===== src/rtl/ysyx_22040125_pc_gen.sv =====
// ---------------------------------------------------------------------------
// ysyx_22040125_pc_gen
// Fetch program-counter generator with a small circular return-address stack.
//
// Next-PC priority: trap > redirect > hold (no accept) > ret > call > pc+ILEN.
// A fetch is accepted ("acc") when pc_valid && fetch_ready && !stall.
//
// Ports
//   clk            in   clock
//   rst            in   synchronous, active-low reset
//   stall          in   hold PC
//   fetch_ready    in   fetch stage accepts cpu_pc this cycle
//   redirect_valid in   misprediction resolved, load redirect_pc
//   redirect_pc    in   corrected target (XLEN)
//   trap_valid     in   trap/exception/mret entry, load trap_pc, flush RAS
//   trap_pc        in   trap target (XLEN)
//   call           in   instruction at cpu_pc predicted as call
//   call_target    in   predicted call target (XLEN)
//   ret            in   instruction at cpu_pc predicted as return
//   pc_valid       out  cpu_pc is a valid fetch address
//   cpu_pc         out  current fetch PC (XLEN)
//   ras_count      out  occupied RAS entries
//   ras_underflow  out  one-cycle pulse: accepted ret with empty RAS
// ---------------------------------------------------------------------------
module ysyx_22040125_pc_gen #(
   parameter int              XLEN      = 64,
   parameter logic [XLEN-1:0] RESET_VEC = 'h80000000,
   parameter int              ILEN      = 4,
   parameter int              RAS_DEPTH = 4,
   localparam int             CW        = $clog2(RAS_DEPTH + 1),
   localparam int             PW        = $clog2(RAS_DEPTH)
) (
   input  logic            clk,
   input  logic            rst,
   input  logic            stall,
   input  logic            fetch_ready,
   input  logic            redirect_valid,
   input  logic [XLEN-1:0] redirect_pc,
   input  logic            trap_valid,
   input  logic [XLEN-1:0] trap_pc,
   input  logic            call,
   input  logic [XLEN-1:0] call_target,
   input  logic            ret,
   output logic            pc_valid,
   output logic [XLEN-1:0] cpu_pc,
   output logic [CW-1:0]   ras_count,
   output logic            ras_underflow
);

   localparam logic [XLEN-1:0] ALIGN_MASK = ~XLEN'(3);
   localparam logic [CW-1:0]   CNT_FULL   = CW'(RAS_DEPTH);

   logic [XLEN-1:0] r_pc;
   logic            r_pc_valid;
   logic [CW-1:0]   r_count;
   logic [PW-1:0]   r_top;       // index of the most recently pushed entry
   logic            r_uflow;
   logic [XLEN-1:0] r_ras [RAS_DEPTH];

   logic            w_acc;
   logic [XLEN-1:0] w_seq;
   logic [XLEN-1:0] w_top_entry;
   logic [XLEN-1:0] w_pc_next;
   logic [CW-1:0]   w_count_next;
   logic [PW-1:0]   w_top_next;
   logic            w_uflow_next;
   logic            w_wr_en;
   logic [PW-1:0]   w_wr_idx;

   assign w_acc       = r_pc_valid && fetch_ready && !stall;
   assign w_seq       = r_pc + XLEN'(ILEN);   // wraps modulo 2^XLEN
   // Small stack kept in registers: the popped entry must steer the very
   // next PC, so it is read combinationally.
   assign w_top_entry = r_ras[r_top];

   always_comb begin
      w_pc_next    = r_pc;
      w_count_next = r_count;
      w_top_next   = r_top;
      w_uflow_next = 1'b0;
      w_wr_en      = 1'b0;
      w_wr_idx     = r_top;

      if (trap_valid) begin
         w_pc_next    = trap_pc & ALIGN_MASK;
         w_count_next = '0;
      end else if (redirect_valid) begin
         w_pc_next = redirect_pc & ALIGN_MASK;
      end else if (w_acc) begin
         if (ret && (r_count == '0)) begin
            // Empty stack: fall through sequentially, but a same-cycle
            // call still records its link.
            w_pc_next    = w_seq;
            w_uflow_next = 1'b1;
            if (call) begin
               w_wr_en      = 1'b1;
               w_wr_idx     = r_top + PW'(1);
               w_top_next   = r_top + PW'(1);
               w_count_next = r_count + CW'(1);
            end
         end else if (ret && call) begin
            // Return-then-call: consume the top and replace it in place.
            w_pc_next = w_top_entry;
            w_wr_en   = 1'b1;
            w_wr_idx  = r_top;
         end else if (ret) begin
            w_pc_next    = w_top_entry;
            w_top_next   = r_top - PW'(1);
            w_count_next = r_count - CW'(1);
         end else if (call) begin
            // Circular push: when full, this overwrites the oldest entry.
            w_pc_next  = call_target & ALIGN_MASK;
            w_wr_en    = 1'b1;
            w_wr_idx   = r_top + PW'(1);
            w_top_next = r_top + PW'(1);
            if (r_count != CNT_FULL) begin
               w_count_next = r_count + CW'(1);
            end
         end else begin
            w_pc_next = w_seq;
         end
      end
   end

   always_ff @(posedge clk) begin
      if (!rst) begin
         r_pc       <= RESET_VEC;
         r_pc_valid <= 1'b0;
         r_count    <= '0;
         r_top      <= '0;
         r_uflow    <= 1'b0;
      end else begin
         r_pc       <= w_pc_next;
         r_pc_valid <= 1'b1;
         r_count    <= w_count_next;
         r_top      <= w_top_next;
         r_uflow    <= w_uflow_next;
      end
   end

   // Entry storage is not reset; ras_count alone decides what is live.
   always_ff @(posedge clk) begin
      if (rst && w_wr_en) begin
         r_ras[w_wr_idx] <= w_seq;
      end
   end

   assign pc_valid      = r_pc_valid;
   assign cpu_pc        = r_pc;
   assign ras_count     = r_count;
   assign ras_underflow = r_uflow;

endmodule


===== config.mk =====
export PLATFORM = sky130hd
export DESIGN_NAME = ysyx_22040125_pc_gen
export DESIGN_NICKNAME = d
export VERILOG_FILES = /design/src/rtl/ysyx_22040125_pc_gen.sv
export SDC_FILE = /design/constraint.sdc
export NUM_CORES = 1
export LEC_CHECK = 0
export CORE_MARGIN = 10
export CORE_UTILIZATION = 54
export DETAILED_ROUTE_END_ITERATION = 6
export PLACE_DENSITY = 0.81
export SLEW_MARGIN = 25
export SYNTH_ARGS = -nofsm -noshare
export SYNTH_HDL_FRONTEND = slang
export SYNTH_SLANG_ARGS = --single-unit

===== constraint.sdc =====
create_clock -name clk -period 6.1 [get_ports clk]
set_input_delay 0.915 -clock clk [delete_from_list [all_inputs] [get_ports clk]]
set_output_delay 0.915 -clock clk [all_outputs]
set_load 0.01 [all_outputs]

==> summary.md, run 1 <==
| Metric | Value |
|---|---|
| Max clock buf depth | `3` |
| Final hold viol count | `0` |
| Min cycle time layout | `3970 ps` |
| CP arrival | `4120 ps` |
| Via count | `around 13k` |
| Die W | `192 µm` |
| CP max FO | `27` |
| Clock tree from TritonCTS | `built` |
| Count leader, synth | `edfxtp_1` |
| Synth Register Bits | `329` |
| Final ANT Viol Nets | `0` |
| Tcrit/Tclk final | `65.0%` |
| Leakage | `around 6.6 nW` |
| Synth top area share | `48.1%` |
| First-pass GRT wire length | `slightly above 80,000 µm` |
| Worst-Margin Slew | `1060 ps` |
| Final setup skew | `9.94 ps` |
| Core area | `28,900 µm²` |
| GRT Total Usage | `29.8%` |
| Final Max Slew Viols | `0` |
| Critical path capture point type | `register` |
| Hold buffer count at cts | `0` |
| HPWL after DPL | `roughly 37,000 µm` |
| Pin count of the biggest net entering global routing | `71` |
| Top_reg_cell synth | `edfxtp_1` |
| Leading area contributor after synthesis | `edfxtp_1` |
| Syn Nets | `1,497` |
| Status | `completed` |
| Mapped cell area | `16,000 µm²` |
| Setup TNS | `0 ps` |
| Initial Util | `a little under three fifths` |
| Total routed wirelength | `about 57,000 µm` |
| Die ar. | `36,900 µm²` |
| Syn_area_per_cell | `12.4 µm²` |
| Share of layout cells above drive strength 1 | `12.2%` |
| Placer Congestion | `between 0.9 and 1` |
| Buf+Inv Stages, Crit Path | `2` |
| Later-pin clock latency in the skew report | `510 ps` |
| Slew HR | `28.6%` |
| GRT overflow | `0` |
| Worst EP required | `6260 ps` |
| Post-synth cell types | `76` |
| Setup Viol. Count Final | `0` |
| Synth area leaders | `edfxtp_1, dfxtp_1, mux4_2` |
| Yosys warnings | `0` |
| Iter 0 DRT Violations | `1,851` |
| DR DRC count | `0` |
| Cells along the critical path | `inv_1, ha_1, nand2b_1, nand2_2, or3_1, a21oi_4, buf_4` |
| Total Nets Final | `~1.7k` |
| Worst slack at placement | `1810 ps` |
| Final WS setup | `2130 ps` |
| Diode count | `0` |
| Port bufs | `about 260` |
| Core Rows | `62` |
| Worst hold margin | `509 ps` |
| Fraction of registers with async set/reset | `0%` |
| Routed len/inst | `~29 µm` |
| Area Overhead vs Synth | `25.2%` |
| Critical path class | `reg -> reg` |
| Max-cap violations | `0` |
| Power density cells | `255 nW/µm²` |
| Ports | `269` |
| Worst min-delay path category | `reg -> reg` |
| Post-synthesis sequential area ratio | `57.2%` |
| CP delay by family, top | `simple AND/OR/NAND/NOR gates` |
| Worst VDD drop | `196 µV` |
| Number of fill cells | `1,995` |
| Slowest Stage Delay on Critical Path | `630 ps` |
| CTS H-tree depth | `2` |
| Initial DRT Pass Iterations | `5` |
| DIE HEIGHT | `192 µm` |
| Mapped Cells | `~1.3k` |
| RSZ-0062 raised after global routing | `false` |
| Clk slew on worst S/H paths | `around 60 ps` |
| Post-synth EDFFs | `roughly 260` |
| Startpoint types | `register` |
| Top cells by count, synth | `edfxtp_1, nand2_1, o21ai_0` |
| Post-cts sizing count | `0` |
| CP max-delay cell | `nand2_2` |
| Root Driver | `clkbuf_16` |
| Clock sinks | `329` |
| Initial antenna violation count | `1` |
| F_max | `0.252 GHz` |
| Post-CTS Setup Inserts | `0` |
| CTS buffer count | `34` |
| Vias in the first global route | `13.5k` |
| Vias per std cell | `6.96` |
[where the power goes]
part,switching [mW],internal [mW],total [mW]
logic,0.287,0.262,0.549
clock network,0.858,1.15,2.01
registers,0.0875,2.46,2.55
total,1.23,3.87,5.10
[worst paths after layout]
| path | start | to | slack (ps) | cells after the start |
|---|---|---|---|---|
| max reg2reg | ras_count[0] | r_ras[0][33] | 2130 | 7 |
| min reg2reg | cpu_pc[63] | cpu_pc[63] | 510 | 1 |
| max | ras_count[0] | r_ras[0][33] | 2130 | 7 |
| min | cpu_pc[63] | cpu_pc[63] | 510 | 1 |
[placed cells by master (no fill, tap or decap), types with 17 or more instances in the layout]
cell type and instances:
clkdlybuf4s50_1 259, buf_4 26, dfxtp_1 71, mux2i_1 22, nor3_1 24, xor2_1 19, nand3_1 51, clkbuf_16 35
a31oi_1 18, nand2_1 92, inv_1 24, o221a_2 17, and3_1 19, o211ai_1 18, or3_1 19, edfxtp_1 256
a21oi_1 64, nor2_1 59, o21ai_0 86, mux4_2 55, nand4_1 28, xnor2_1 36, o221ai_1 26
[worst reg2reg max path, stage by stage, from the launching register on]
cell,delay [ps]
dfxtp_1,360
inv_1,100
ha_1,250
nand2b_1,580
nand2_2,630
or3_1,560
a21oi_4,590
buf_4,520
[flip-flops by register name (all words and copies together) (netlist names), named ones only]
| name | cells |
|---|---|
| cpu_pc | 62 |
| pc_valid | 1 |
| r_ras | 256 |
| r_top | 2 |
| ras_count | 3 |
| ras_underflow | 1 |
[through the flow]
step | util [%] | cell area (µm²) | instances | total power [mW]
2_1_floorplan | - | 16000 | 1293 | 2.79
3_3_place_gp | 65.5 | 19000 | 1870 | 3.11
4_1_cts | 69.2 | 20000 | 1931 | 5.09
5_1_grt | 69.2 | 20000 | 1931 | 5.22
6_report | 69.2 | 20000 | 1931 | 5.10
3_5_place_dp | 65.5 | 19000 | 1870 | 3.12
[final cells by class]
cell class	instances	area [µm²]	area share, %
sequential	329	9160	45.7
inverter	25	93.8	0.469
tap	384	480	2.40
multi-input combinational	843	6400	32.0
clock buffer	47	921	4.60
clock inverter	14	128	0.638
timing repair buffer	289	2840	14.2
[routing by layer]
metal / vias up / part of all wire [%] / track usage, %
li1: 5568 / - / -
met1: 6522 / 35 / 37.7
met2: 1158 / 47 / 47.7
met3: 188 / 13 / 7.54
met4: 2 / 4.4 / 12.9
met5: - / 0.023 / 0
[cell families (layout without fill, tap and decap cells)]
group	count (synthesis)	after routing	synth area share, %
and+or+nand+nor	366	366	12.5
AOI/OAI and AO/OA	341	341	14.7
DFF	329	329	57.2
buffers and inverters	121	375	3.14
muxes	77	77	9.13
xor gates and xnor gates	55	55	3.01
adders and majority gates	4	4	0.313
No activity file was read; power rests on OpenSTA's default activity.
==> inputs of run 2 (changes only) <==
Clock period 6.1 ns to 3.8 ns, I/O delays scaled along.
==> summary.md, run 2 (same netlist as run 1, synthesis figures left out) <==
| Metric | Value |
|---|---|
| Port bufs | `262 (unchanged)` |
| Status | `completed` |
| Die W | `192 µm (unchanged)` |
| Later-pin clock latency in the skew report | `510 ps (about the same)` |
| Min cycle time layout | `3100 ps (-870 ps)` |
| Total routed wirelength | `56,900 µm (+0.61%)` |
| Via count | `13.6k (+1.2%)` |
| Initial Util | `55.2% (unchanged)` |
| Core area | `28,900 µm² (unchanged)` |
| Vias per std cell | `6.91 (-0.70%)` |
| Post-cts sizing count | `0 (unchanged)` |
| Vias in the first global route | `13.5k (+0.28%)` |
| Total Nets Final | `1,761 (+2.0%)` |
| Ports | `269 (unchanged)` |
| Final hold viol count | `0 (unchanged)` |
| Initial antenna violation count | `0 (-1)` |
| Pin count of the biggest net entering global routing | `63 (-11%)` |
| CP max-delay cell | `nor4_1` |
| Reg power frac | `47.4% (-2.5 points)` |
| Slew HR | `31.2% (+2.5 points)` |
| Most frequent cells in the layout | `clkdlybuf4s50_1, edfxtp_1, nand2_1` |
| Share of layout cells above drive strength 1 | `14.5% (+2.2 points)` |
| Fin area | `20,500 µm² (+2.5%)` |
| Max reg flops | `256 (unchanged)` |
| Worst min-delay path category | `in -> reg` |
| DP Area | `19,300 µm² (+1.7%)` |
| NetSw | `2.03 mW (+65%)` |
| R2r endpoint | `r_ras[2][59]` |
| Final setup skew | `10.5 ps (+0.569 ps)` |
| Diode count | `0 (unchanged)` |
| Biggest register | `r_ras` |
| Die ar. | `36,900 µm² (unchanged)` |
| GRT Total Usage | `30.0% (+0.27 points)` |
| Critical path capture point type | `register` |
| Placer Congestion | `0.919 (-2.4%)` |
| Post-CTS Setup Inserts | `0 (unchanged)` |
| Worst R2R Path Depth | `5 (-2)` |
| F_max | `0.323 GHz (+28%)` |
| Initial DRT Pass Iterations | `6 (+1)` |
| Max clock buf depth | `3 (unchanged)` |
| WHS Path Cells | `3 (+2)` |
| Min-delay src | `trap_valid` |
| DR DRC count | `0 (unchanged)` |
| Worst hold margin | `437 ps (-72.1 ps)` |
| Combinational Power Share | `10.6% (-0.2 points)` |
| Area Overhead vs Synth | `28.4%` |
| Core Rows | `62 (unchanged)` |
| Setup Viol. Count Final | `0 (unchanged)` |
| Startpoint types | `register` |
| Slowest Stage Delay on Critical Path | `760 ps (+130 ps)` |
| CP arrival | `3310 ps (-810 ps)` |
| Worst VDD drop | `308 µV (+57%)` |
| RSZ-0062 raised after global routing | `false` |
| HPWL after DPL | `38,600 µm (+3.0%)` |
| Clock tree from TritonCTS | `built` |
| Max-cap violations | `0 (unchanged)` |
| DIE HEIGHT | `192 µm (unchanged)` |
| First-pass GRT wire length | `83,900 µm (+0.81%)` |
| Critical path class | `reg -> reg` |
| Clk slew on worst S/H paths | `60 ps (about the same)` |
| Final ANT Viol Nets | `0 (unchanged)` |
| Root Driver | `clkbuf_16` |
| Final Max Slew Viols | `0 (unchanged)` |
| Cells along the critical path | `and4_1, and2_1, nand3_1, nor4_1, xnor2_1` |
| Tcrit/Tclk final | `81.5% (+16 points)` |
| Internal power | `6.59 mW (+70%)` |
| CP max FO | `11 (-59%)` |
| GRT overflow | `0 (unchanged)` |
| CTS H-tree depth | `2 (unchanged)` |
| Clock power frac | `42.1% (+2.8 points)` |
| Routed len/inst | `28.9 µm (-1.2%)` |
| Commonest non-fill, non-tap cell in the layout | `clkdlybuf4s50_1` |
| CTS buffer count | `36 (+5.9%)` |
| Iter 0 DRT Violations | `1,630 (-12%)` |
| FF-to-FF setup slack | `700 ps (-1430 ps)` |
| Reg-to-Reg Start | `cpu_pc[20]` |
| Switching part of the total | `23.6% (-0.58 points)` |
| Worst EP required | `4010 ps (-2250 ps)` |
| Hold buffer count at cts | `0 (unchanged)` |
| Power density cells | `420 nW/µm² (+65%)` |
| Worst-Margin Slew | `1020 ps (-38.7 ps)` |
| Clock sinks | `329 (unchanged)` |
| Leakage | `6.86 nW (+4.2%)` |
## run 2: changes by cell type in the layout (fill, tap and decap cells not counted), sizes merged
cell	delta
clkbuf	-2
clkinv	+2
buf	+33
bufinv	+3
## run 2: through the flow
step           total power [mW]  utilization (%)  std cells  TNS, ps  setup slack (ps)
4_1_cts                    8.60             70.9       1967        0               905
2_1_floorplan              4.48                -       1293  -135550             -1060
3_5_place_dp               5.03             66.7       1903        0               663
5_1_grt                    8.83             70.9       1967        0               679
3_3_place_gp               5.01             66.7       1903        0               781
6_report                   8.62             70.9       1967        0               704
## run 2: how the worst max path moves through the flow
stage | end | cells after the start | slack (ps) | start
finish | r_ras[2][59] | 5 | 700 | cpu_pc[20]
global route | r_ras[0][59] | 5 | 680 | cpu_pc[17]
CTS | r_ras[1][63] | 5 | 900 | cpu_pc[20]
detailed placement | cpu_pc[59] | 7 | 660 | call
global placement | cpu_pc[59] | 7 | 780 | call
floorplan | r_ras[1][0] | 5 | -1060 | rst
## run 2: metal layers
metal	up-vias	part of all wire [%]	wire [µm]	track usage, %
met5	-	0	0	0
met4	0	5.1	2880	13.7
met3	235	14	7760	8.23
met2	1139	46	26200	47.1
met1	6573	35	20100	38.2
li1	5646	-	-	-
## run 2: power by group through the flow
stage / registers (mW) / clock network (mW) / logic, mW
floorplan: 4.12 / 0 / 0.359
global placement: 4.15 / 0 / 0.862
detailed placement: 4.15 / 0 / 0.881
CTS: 4.08 / 3.63 / 0.893
global route: 4.09 / 3.79 / 0.956
finish: 4.08 / 3.63 / 0.912
## run 2: layout make-up
type                       count  area, µm²
fill                        1917       8420
sequential                   329       9160
timing repair buffer         322       3170
tap                          384        480
clock inverter                19        229
inverter                      25       93.8
multi-input combinational    843       6390
clock buffer                  45        996
## run 2: worst max-delay path, delay by kind of cell, from the launching register on
family / cells / cell delay (ps)
flip-flops: 1 / 520
AND/OR/NAND/NOR: 4 / 2040
XOR/XNOR: 1 / 240
==> inputs of run 3 (changes only) <==
Clock period 3.8 ns to 3.1 ns, I/O delays scaled along.
==> summary.md, run 3 (same netlist as run 1, synthesis figures left out) <==
| Metric | Value |
|---|---|
| CTS H-tree depth | `2 (unchanged)` |
| Initial antenna violation count | `0 (unchanged)` |
| Placer Congestion | `0.963 (+4.8%)` |
| Final ANT Viol Nets | `0 (unchanged)` |
| Most frequent cells in the layout | `clkdlybuf4s50_1, edfxtp_1, nand2_1` |
| Vias per std cell | `6.82 (-1.3%)` |
| Worst EP required | `3540 ps (-470 ps)` |
| Clk slew on worst S/H paths | `60 ps (about the same)` |
| Slew HR | `41.0% (+9.9 points)` |
| Min cycle time layout | `2880 ps (-218 ps)` |
| Core Rows | `62 (unchanged)` |
| Buf+Inv Stages, Crit Path | `0 (unchanged)` |
| Critical path capture point type | `register` |
| Setup Viol. Count Final | `0 (unchanged)` |
| Final setup skew | `21.9 ps (+11.4 ps)` |
| Initial Util | `55.2% (unchanged)` |
| Biggest register | `r_ras` |
| Die W | `192 µm (unchanged)` |
| Max-cap violations | `0 (unchanged)` |
| Via count | `13.7k (+0.73%)` |
| Post-CTS Setup Inserts | `0 (unchanged)` |
| Hold buffer count at cts | `0 (unchanged)` |
| Later-pin clock latency in the skew report | `530 ps (+20 ps)` |
| GRT overflow | `0 (unchanged)` |
| Ports | `269 (unchanged)` |
| Area Overhead vs Synth | `30.2%` |
| Setup TNS | `0 ps (unchanged)` |
| Commonest non-fill, non-tap cell in the layout | `clkdlybuf4s50_1` |
| Slowest Stage Delay on Critical Path | `710 ps (-50 ps)` |
| Root Driver | `clkbuf_16` |
| F_max | `0.347 GHz (+7.6%)` |
| Pin count of the biggest net entering global routing | `49 (-22%)` |
| GRT Total Usage | `30.9% (+0.89 points)` |
| Core area | `28,900 µm² (unchanged)` |
| Leakage | `7.03 nW (+2.6%)` |
| DIE HEIGHT | `192 µm (unchanged)` |
| Clock tree from TritonCTS | `built` |
| Diode count | `0 (unchanged)` |
| CP max FO | `11 (unchanged)` |
| RSZ-0062 raised after global routing | `false` |
| Iter 0 DRT Violations | `1,983 (+22%)` |
| Critical path class | `reg -> reg` |
| Vias in the first global route | `13.5k (-0.015%)` |
| Max clock buf depth | `3 (unchanged)` |
| Port bufs | `262 (unchanged)` |
| Final Max Slew Viols | `0 (unchanged)` |
| Cells along the critical path | `and4_1, and2_1, nand4_2, xnor2_1, o21ai_0, a21oi_1` |
| Share of layout cells above drive strength 1 | `17.1% (+2.6 points)` |
| HPWL after DPL | `40,700 µm (+5.4%)` |
| Worst VDD drop | `334 µV (+8.4%)` |
| Worst min-delay path category | `in -> reg` |
| Tcrit/Tclk final | `92.8% (+11 points)` |
| Routed len/inst | `29.0 µm (+0.12%)` |
| CP delay by family, top | `simple AND/OR/NAND/NOR gates` |
| CP arrival | `3320 ps (about the same)` |
| CTS buffer count | `36 (unchanged)` |
| Worst-Margin Slew | `881 ps (-142 ps)` |
| Total Nets Final | `1,800 (+2.2%)` |
| CP max-delay cell | `xnor2_1` |
| First-pass GRT wire length | `85,600 µm (+2.1%)` |
| Power density cells | `498 nW/µm² (+18%)` |
| Initial DRT Pass Iterations | `6 (unchanged)` |
| Die ar. | `36,900 µm² (unchanged)` |
| Post-cts sizing count | `0 (unchanged)` |
| DR DRC count | `0 (unchanged)` |
| Number of fill cells | `1,895 (-1.1%)` |
| Startpoint types | `register` |
| Final hold viol count | `0 (unchanged)` |
| Status | `completed` |
| Util after Layout | `71.9% (+1.0 points)` |
| Clock sinks | `329 (unchanged)` |
| Total routed wirelength | `58,200 µm (+2.2%)` |
| Max reg flops | `256 (unchanged)` |
==> run 3: through the flow <==
stage / setup WS, ps / hold WS [ps] / cell area (µm²) / total power, mW / cells
2_1_floorplan: -533 / 477 / 16000 / 5.49 / 1293
3_3_place_gp: 396 / 473 / 19700 / 6.19 / 1942
3_5_place_dp: 326 / 494 / 19700 / 6.22 / 1942
4_1_cts: 351 / 164 / 20800 / 10.3 / 2008
5_1_grt: 148 / 167 / 20800 / 10.6 / 2008
6_report: 222 / 171 / 20800 / 10.4 / 2008
==> run 3: per-layer routing <==
metal  routed length (µm)  vias up  GRT usage (%)
met2                27100     1196           48.6
met3                 8150      213           8.80
met1                20200     6568           39.5
met5                    0        -              0
li1                     -     5715              -
met4                 2780        0           13.1
==> run 3: area by class of cell <==
type	instances	area, µm²	area share, %
clock buffers	45	966	4.64
clock inverters	21	178	0.854
inverters	25	93.8	0.451
multi-input cells	843	6400	30.8
flip-flops and latches	329	9160	44.0
well taps	384	480	2.31
repair buffers	361	3530	17.0
==> run 3: worst paths after layout <==
check | endpoint | from | slack, ps | depth (start not counted)
setup / recovery | cpu_pc[37] | cpu_pc[20] | 220 | 6
hold / removal | pc_valid | rst | 170 | 1
setup reg to reg | cpu_pc[37] | cpu_pc[20] | 220 | 6
hold reg to reg | cpu_pc[63] | cpu_pc[63] | 510 | 1
==> run 3: power by group <==
part	total, mW	leakage (nW)	internal (mW)	switching [mW]
clock	4.18	0.562	2.40	1.77
sequential	4.98	2.96	4.84	0.137
combinational	1.19	3.50	0.569	0.622
total	10.4	7.03	7.82	2.53
